### config.mk
export PLATFORM = sky130hd
export DESIGN_NAME = ac97_frame_ser
export DESIGN_NICKNAME = d
export VERILOG_FILES = /design/src/rtl/ac97_pkg.sv /design/src/rtl/ac97_frame_ser.sv
export SDC_FILE = /design/constraint.sdc
export NUM_CORES = 1
export LEC_CHECK = 0
export ABC_AREA = 1
export BUFFER_PORTS_ARGS = -buffer_cell sky130_fd_sc_hd__buf_2
export CORE_UTILIZATION = 31
export CTS_CLUSTER_DIAMETER = 30
export DETAILED_ROUTE_END_ITERATION = 10
export PLACE_DENSITY = 0.47
export SLEW_MARGIN = 30
export SYNTH_ARGS = -nofsm -noshare
export SYNTH_HDL_FRONTEND = slang
export SYNTH_SLANG_ARGS = --single-unit
### constraint.sdc
create_clock -name clk -period 2.85 [get_ports clk]
set_clock_uncertainty 0.05 [all_clocks]
set_input_delay 0.4275 -clock clk [delete_from_list [all_inputs] [get_ports clk]]
set_output_delay 0.4275 -clock clk [all_outputs]
set_load 0.03 [all_outputs]
### src/rtl/ac97_pkg.sv
// ac97_pkg: definitions shared by the AC-link output controller.
//   - FSM state encodings (WAIT_READY, CMD, RUN)
//   - codec register addresses written during initialisation
//   - command-frame tag and frame geometry constants
//   - frame payload struct and slot-packing helpers
package ac97_pkg;

    localparam int unsigned FRAME_BITS = 256;
    localparam int unsigned TAG_BITS   = 16;
    localparam int unsigned SLOT_BITS  = 20;

    localparam logic [1:0] ST_WAIT_READY = 2'd0;
    localparam logic [1:0] ST_CMD        = 2'd1;
    localparam logic [1:0] ST_RUN        = 2'd2;

    localparam logic [6:0] REG_MASTER_VOL = 7'h02;
    localparam logic [6:0] REG_HP_VOL     = 7'h04;
    localparam logic [6:0] REG_PCM_VOL    = 7'h18;

    // Frame valid, slot 1 valid, slot 2 valid.
    localparam logic [15:0] TAG_CMD = 16'hE000;

    // Transmitted payload; slots 5..12 are always zero and are not stored.
    typedef struct packed {
        logic [15:0] tag;
        logic [19:0] slot1;
        logic [19:0] slot2;
        logic [19:0] slot3;
        logic [19:0] slot4;
    } ac97_frame_t;

    // Slot 1 command address: bit 19 = 0 selects a write.
    function automatic logic [19:0] cmd_addr_slot(input logic [6:0] addr);
        return {1'b0, addr, 12'h000};
    endfunction

    function automatic logic [19:0] cmd_data_slot(input logic [15:0] data);
        return {data, 4'h0};
    endfunction

endpackage

### src/rtl/ac97_frame_ser.sv
// ac97_frame_ser: AC-link frame serialiser.
// Ports:
//   clk, rst_n     bit clock, asynchronous active-low reset
//   i_load         load strobe, asserted in the last bit cycle of a frame
//   i_frame        payload for the next frame (tag + slots 1..4)
//   o_frame_end    high while the bit counter is 255
//   o_sync         SYNC, high during frame bits 0..15
//   o_sdata        SDATA_OUT, MSB first
//   o_sample_req   one-cycle pulse on frame bit 255
// Outputs are registered and computed from the counter's next value so that they
// line up with the counter. The first bit cycle after reset release shows the reset
// values (sync=0) because no edge has occurred yet.
module ac97_frame_ser
    import ac97_pkg::*;
(
    input  logic        clk,
    input  logic        rst_n,
    input  logic        i_load,
    input  ac97_frame_t i_frame,
    output logic        o_frame_end,
    output logic        o_sync,
    output logic        o_sdata,
    output logic        o_sample_req
);

    localparam int unsigned PAYLOAD_BITS = TAG_BITS + 4 * SLOT_BITS;

    logic [7:0]            r_bit_cnt;
    logic [7:0]            w_bit_nxt;
    ac97_frame_t           r_shadow;
    ac97_frame_t           w_src;
    logic [FRAME_BITS-1:0] w_frame_vec;
    logic                  r_sync;
    logic                  r_sdata;
    logic                  r_sample_req;

    assign w_bit_nxt   = r_bit_cnt + 8'd1;
    // Bit 0 of a new frame is produced on the load edge, so it must come from the
    // incoming payload rather than the shadow being replaced.
    assign w_src       = i_load ? i_frame : r_shadow;
    assign w_frame_vec = {w_src, {(FRAME_BITS - PAYLOAD_BITS){1'b0}}};
    assign o_frame_end = (r_bit_cnt == 8'hFF);

    always_ff @(posedge clk or negedge rst_n) begin
        if (!rst_n) begin
            r_bit_cnt    <= 8'd0;
            r_shadow     <= '0;
            r_sync       <= 1'b0;
            r_sdata      <= 1'b0;
            r_sample_req <= 1'b0;
        end else begin
            r_bit_cnt    <= w_bit_nxt;
            if (i_load) begin
                r_shadow <= i_frame;
            end
            r_sync       <= (w_bit_nxt < 8'(TAG_BITS));
            // Frame bit k sits at vector index 255-k, i.e. ~k.
            r_sdata      <= w_frame_vec[~w_bit_nxt];
            r_sample_req <= (w_bit_nxt == 8'hFF);
        end
    end

    assign o_sync       = r_sync;
    assign o_sdata      = r_sdata;
    assign o_sample_req = r_sample_req;

endmodule

# Yosys cells after proc, flatten, opt, wreduce, memory -nomap -nowiden
# Index checks and enable logic that the tools add are counted.
[totals] regBits=107 latchBits=0 ram_bits=0 rom_bits=0 inputBits=99 out_inout_bits=4 word_cells=18 n_memories=0
[op_classes] addsub=1 n_mul=0 div=0 magnitude_cmp=2 eq_ne=2 shifts=0 muxes=3 n_bitwise=1 n_reduce_logical=0
[ops] op="$mux 96" n=1
[ops] op="$eq 8x8->1 const B" n=2
[ops] op="$lt 8x9->1 const B" n=1
[ops] op="$add 8x1->8 const B" n=1
[ops] op="$bmux 1 s8" n=1
[ops] op="$lt 8x5->1 const B" n=1
[ops] op="$not 8->8" n=1
[ops] op="$mux 1" n=1

# Logic depth before layout (Yosys ltp)
[depth] ltp_word=4 ltp_mapped=18 mapped_depth_nobuf=13

# Least setup slack after synthesis
# OpenSTA, ideal clock, no wires.
[synth_timing] kind="register to register" start="register r_bit_cnt[0]" end="register r_sdata (netlist: o_sdata)" setup_time_ns=0.114 arrival_ns=2.184 t_required_ns=2.686 setup_slack_ns=0.502 stages_incl_launch_ff=18 path_buffers=5 synth_period_minus_slack_ns=2.348 path_cell_list="dfrtp_1 > buf_4 > inv_1 > buf_2 > buf_2 > ha_1 > clkbuf_8 > inv_1 > buf_2 > nand2_1 > a21oi_1 > nor2_1 > nor2_1 > nand2_1 > nand3_1 > nand2_1 > inv_1 > nor2_1"
[synth_between] elab_chain_len=4
[synth_rtl] element="start: declaration" line="ac97_frame_ser.sv:28" source="logic [7:0] r_bit_cnt;"
[synth_rtl] element="start signal: assignment" line="ac97_frame_ser.sv:52" source="r_bit_cnt <= w_bit_nxt;"
[synth_rtl] element="$add 8x1->8" line="ac97_frame_ser.sv:37" source="assign w_bit_nxt = r_bit_cnt + 8'd1;"
[synth_rtl] element="via w_bit_nxt[0]" line="ac97_frame_ser.sv:29" source="logic [7:0] w_bit_nxt;"
[synth_rtl] element="$not 8->8" line="ac97_frame_ser.sv:58" source="r_sdata <= w_frame_vec[~w_bit_nxt];"
[synth_rtl] element="$bmux 1 s8" line="ac97_frame_ser.sv:58"
[synth_rtl] element="$mux 1 (not written as such)" line="ac97_frame_ser.sv:58"
[synth_rtl] element="end signal: assignment" line="ac97_frame_ser.sv:58"
[synth_rtl] element="end: declaration" line="ac97_frame_ser.sv:34" source="logic r_sdata;"
# The timed path passes the listed nets, and every way through them passes these cells. The select of a mux whose other input is x is not followed.

# Worst setup path after layout
[layout_timing] start="register r_bit_cnt[0]" end="output o_frame_end"
[layout_between] elab_chain_len=1
[layout_rtl] element="$eq 8x8->1" line="ac97_frame_ser.sv:42" source="assign o_frame_end = (r_bit_cnt == 8'hFF);"
[layout_rtl] element="end: declaration" line="ac97_frame_ser.sv:20" source="output logic o_frame_end,"
# Every way passes these cells.

==> results.cfg <==
[run_status]
status = finished, violations left
violations = negative hold slack

[global_route]
grt_pass1_vias = 4796
grt_use_total_pct = 17.85
grt.overflow.total = 0
antenna_found_initial = 0
grt_max_degree = 58
grt_pass1_wl_um = 24360

[worst_setup_path]
reg2reg_slack_ps = 580
cp_max_fo = 21
crit_type = flop to output port
critical_path_required_ps = 2370
cp_cell_sequence = buf_4 > ha_1 > nand3_1 > nor2_1 > nand2_1 > nor2_1 > buf_2
worst_setup_path_end_kind = output port
rr_startpoint = r_bit_cnt[0]
cp_top_family = simple AND/OR/NAND/NOR gates
worstReg2RegEnd = o_sdata
cp_slowest_cell = dfrtp_2
max_stage_delay_ps = 370
critPathLaunchType = flop
path_buf_inv = 2
reg2reg_depth = 13
cp.arrival_ps = 1980
crit_top_cell = nor2_1

[clock_tree]
postCtsHoldBufs = 0
insertion_delay_ps = 350
cts_setup_buffers = 0
clk_pin_slew_ps = 70
tritoncts = built
clock_sinks = 107
cts_root_buf = clkbuf_16
cts_buffers = 9
post_cts_resized = 0
clockBufferDepth = 2
htreeDepth = 3

[die]
io_pins = 103
die_y_um = 131.7
initial_utilization_pct = 31.55
dieArea_mm2 = 0.01734
core_mm2 = 0.01652
rows = 47
fp.dieW_um = 131.7

[yosys]
synth_area_leaders = dfrtp_1, nand2_1, nand3_1
syn_area_per_cell_um2 = 7.656
yosys_warnings = 0
synth_commonest_cells = nand2_1, nand3_1, dfrtp_1, inv_1, buf_2
synth_edf_count = 0
synth_area_leader_cell = dfrtp_1
synth_seq_cells = 107
synth-async-reset-ratio_pct = 100.0
synth.top_cell.area_share_pct = 51.36
seq_area_frac_synth_pct = 51.36
ys_types = 27
syn_area_mm2 = 0.005214
syn_inst = 681
synth_nets = 782
synthFlopType = dfrtp_1
synth.most_common_cell = nand2_1

[timing]
hold_ws_ps = -0.4382
tns_ps = 0
max_slew_margin_pct = 61.39
fin_crit_ps = 2456
final_hold_viol_count = 1
fmax_mhz = 407.1
finalMaxSlewViolations = 0
post-route-period-util_pct = 86.18
worstMarginPinSlew_ps = 579.1
setup_viol = 0
rsz0062_at_grt = false

[route]
first_pass_iters = 4
drt_iter0_drc = 229
vias_per_cell = 4.642
vias = 4619
antenna_left = 0
wl_um = 14550
drc = 0
avgRoutedWirePerCell_um = 14.62

[layout]
antenna_cells = 0
area_growth_pct = 19.22
finish.utilization_pct = 37.62
drive_gt1_share_pct = 17.81
stdcell_area_mm2 = 0.006216
nFillCells = 1798
nets = 871

[power]
combPwrFrac_pct = 11.9
p_sw_mw = 0.8324
switching_share_pct = 25.07
power_density_mw_per_mm2 = 534.1
power_mw = 3.320
internal-power_mw = 2.488
leakagePower_nw = 3.348
seqPwrFrac_pct = 50.3
clkPwrFrac_pct = 37.8
peakVddDrop_mv = 0.2819

[placement]
gp_congestion = 0.7937
io_buffers = 102
hpwl_um = 10340
dpl-instance-area_mm2 = 0.005921

[min_path]
hold_class = input pin to asynchronous set/reset pin

[job]
maxCapViolCount = 0
[power groups by stage]
stage               combinational (mW)  sequential (mW)  clock, mW
finish                           0.394             1.67       1.25
global placement                 0.396             1.70          0
floorplan                        0.233             1.69          0
CTS                              0.403             1.67       1.29
global route                     0.457             1.68       1.34
detailed placement               0.402             1.70          0
[through the flow]
| step | hold WS (ps) | worst slack (ps) | std cells |
|---|---|---|---|
| final | -0.4382 | 393.9 | 995 |
| after global routing | 27.91 | 287.9 | 995 |
| after CTS | 14.19 | 377.5 | 995 |
| after detailed placement | 394.5 | 616.3 | 979 |
| after global placement | 396.3 | 643.4 | 979 |
| after floorplan | 81.91 | 501.9 | 681 |
[worst max-delay path by stage]
stage                      start           to  slack (ps)  depth (start not counted)
global route        r_bit_cnt[0]  o_frame_end         290                          7
finish              r_bit_cnt[0]  o_frame_end         390                          7
global placement          i_load      o_sdata         640                         14
CTS                 r_bit_cnt[0]  o_frame_end         380                          7
floorplan           r_bit_cnt[0]      o_sdata         500                         17
detailed placement  r_bit_cnt[0]      o_sdata         620                         13
[registers in the layout, indices dropped and copies added (netlist names)]
name,count
o_sync,1
o_sample_req,1
o_sdata,1
r_shadow,96
r_bit_cnt,8
[worst reg2reg max path: stages, from the launching register on]
cell,delay [ps]
dfrtp_2,410
buf_4,210
ha_1,270
xnor2_2,370
inv_2,170
nor2_4,210
nand2_1,70
nand2_1,60
nor2_1,40
nand2_1,60
nand2_1,50
nand2_1,50
nand3_1,70
nor2_1,90
[cell usage in the layout, fill, tap and decap left out, types with 2 or more instances in the layout]
master	netlist	layout
buf_12	0	3
nand4_1	2	2
clkinv_2	0	3
ha_1	2	2
clkbuf_16	0	9
inv_1	24	23
a21oi_1	8	8
o211ai_1	4	4
xor2_1	4	4
nand3_1	140	140
and2_1	2	2
buf_2	19	100
dfrtp_1	107	106
nor2_1	13	13
nand2_1	319	319
buf_4	10	12
o21ai_0	9	9
[layout make-up]
cell class	count	area [µm²]	area share, %
tap	220	275.3	4.428
multi-input combinational	511	2216	35.65
clock inverter	5	52.55	0.8454
sequential	107	2679	43.10
inverter	26	100.1	1.610
clock buffer	11	242.7	3.905
timing repair buffer	115	650.6	10.47
[layer usage]
metal,GRT usage (%),share of wire [%]
met1,23.46,48
met2,29.66,48
met3,3.935,3.3
met4,4.457,1.0
met5,0,0
[kinds of logic after synthesis]
group / share of synthesized area (%)
simple gates: 38.83
flops: 51.36
buf+inv: 6.144
compound gates: 2.208
xor+xnor: 0.9839
fa+ha+maj: 0.4799
Power figures use the tool's default switching activity.
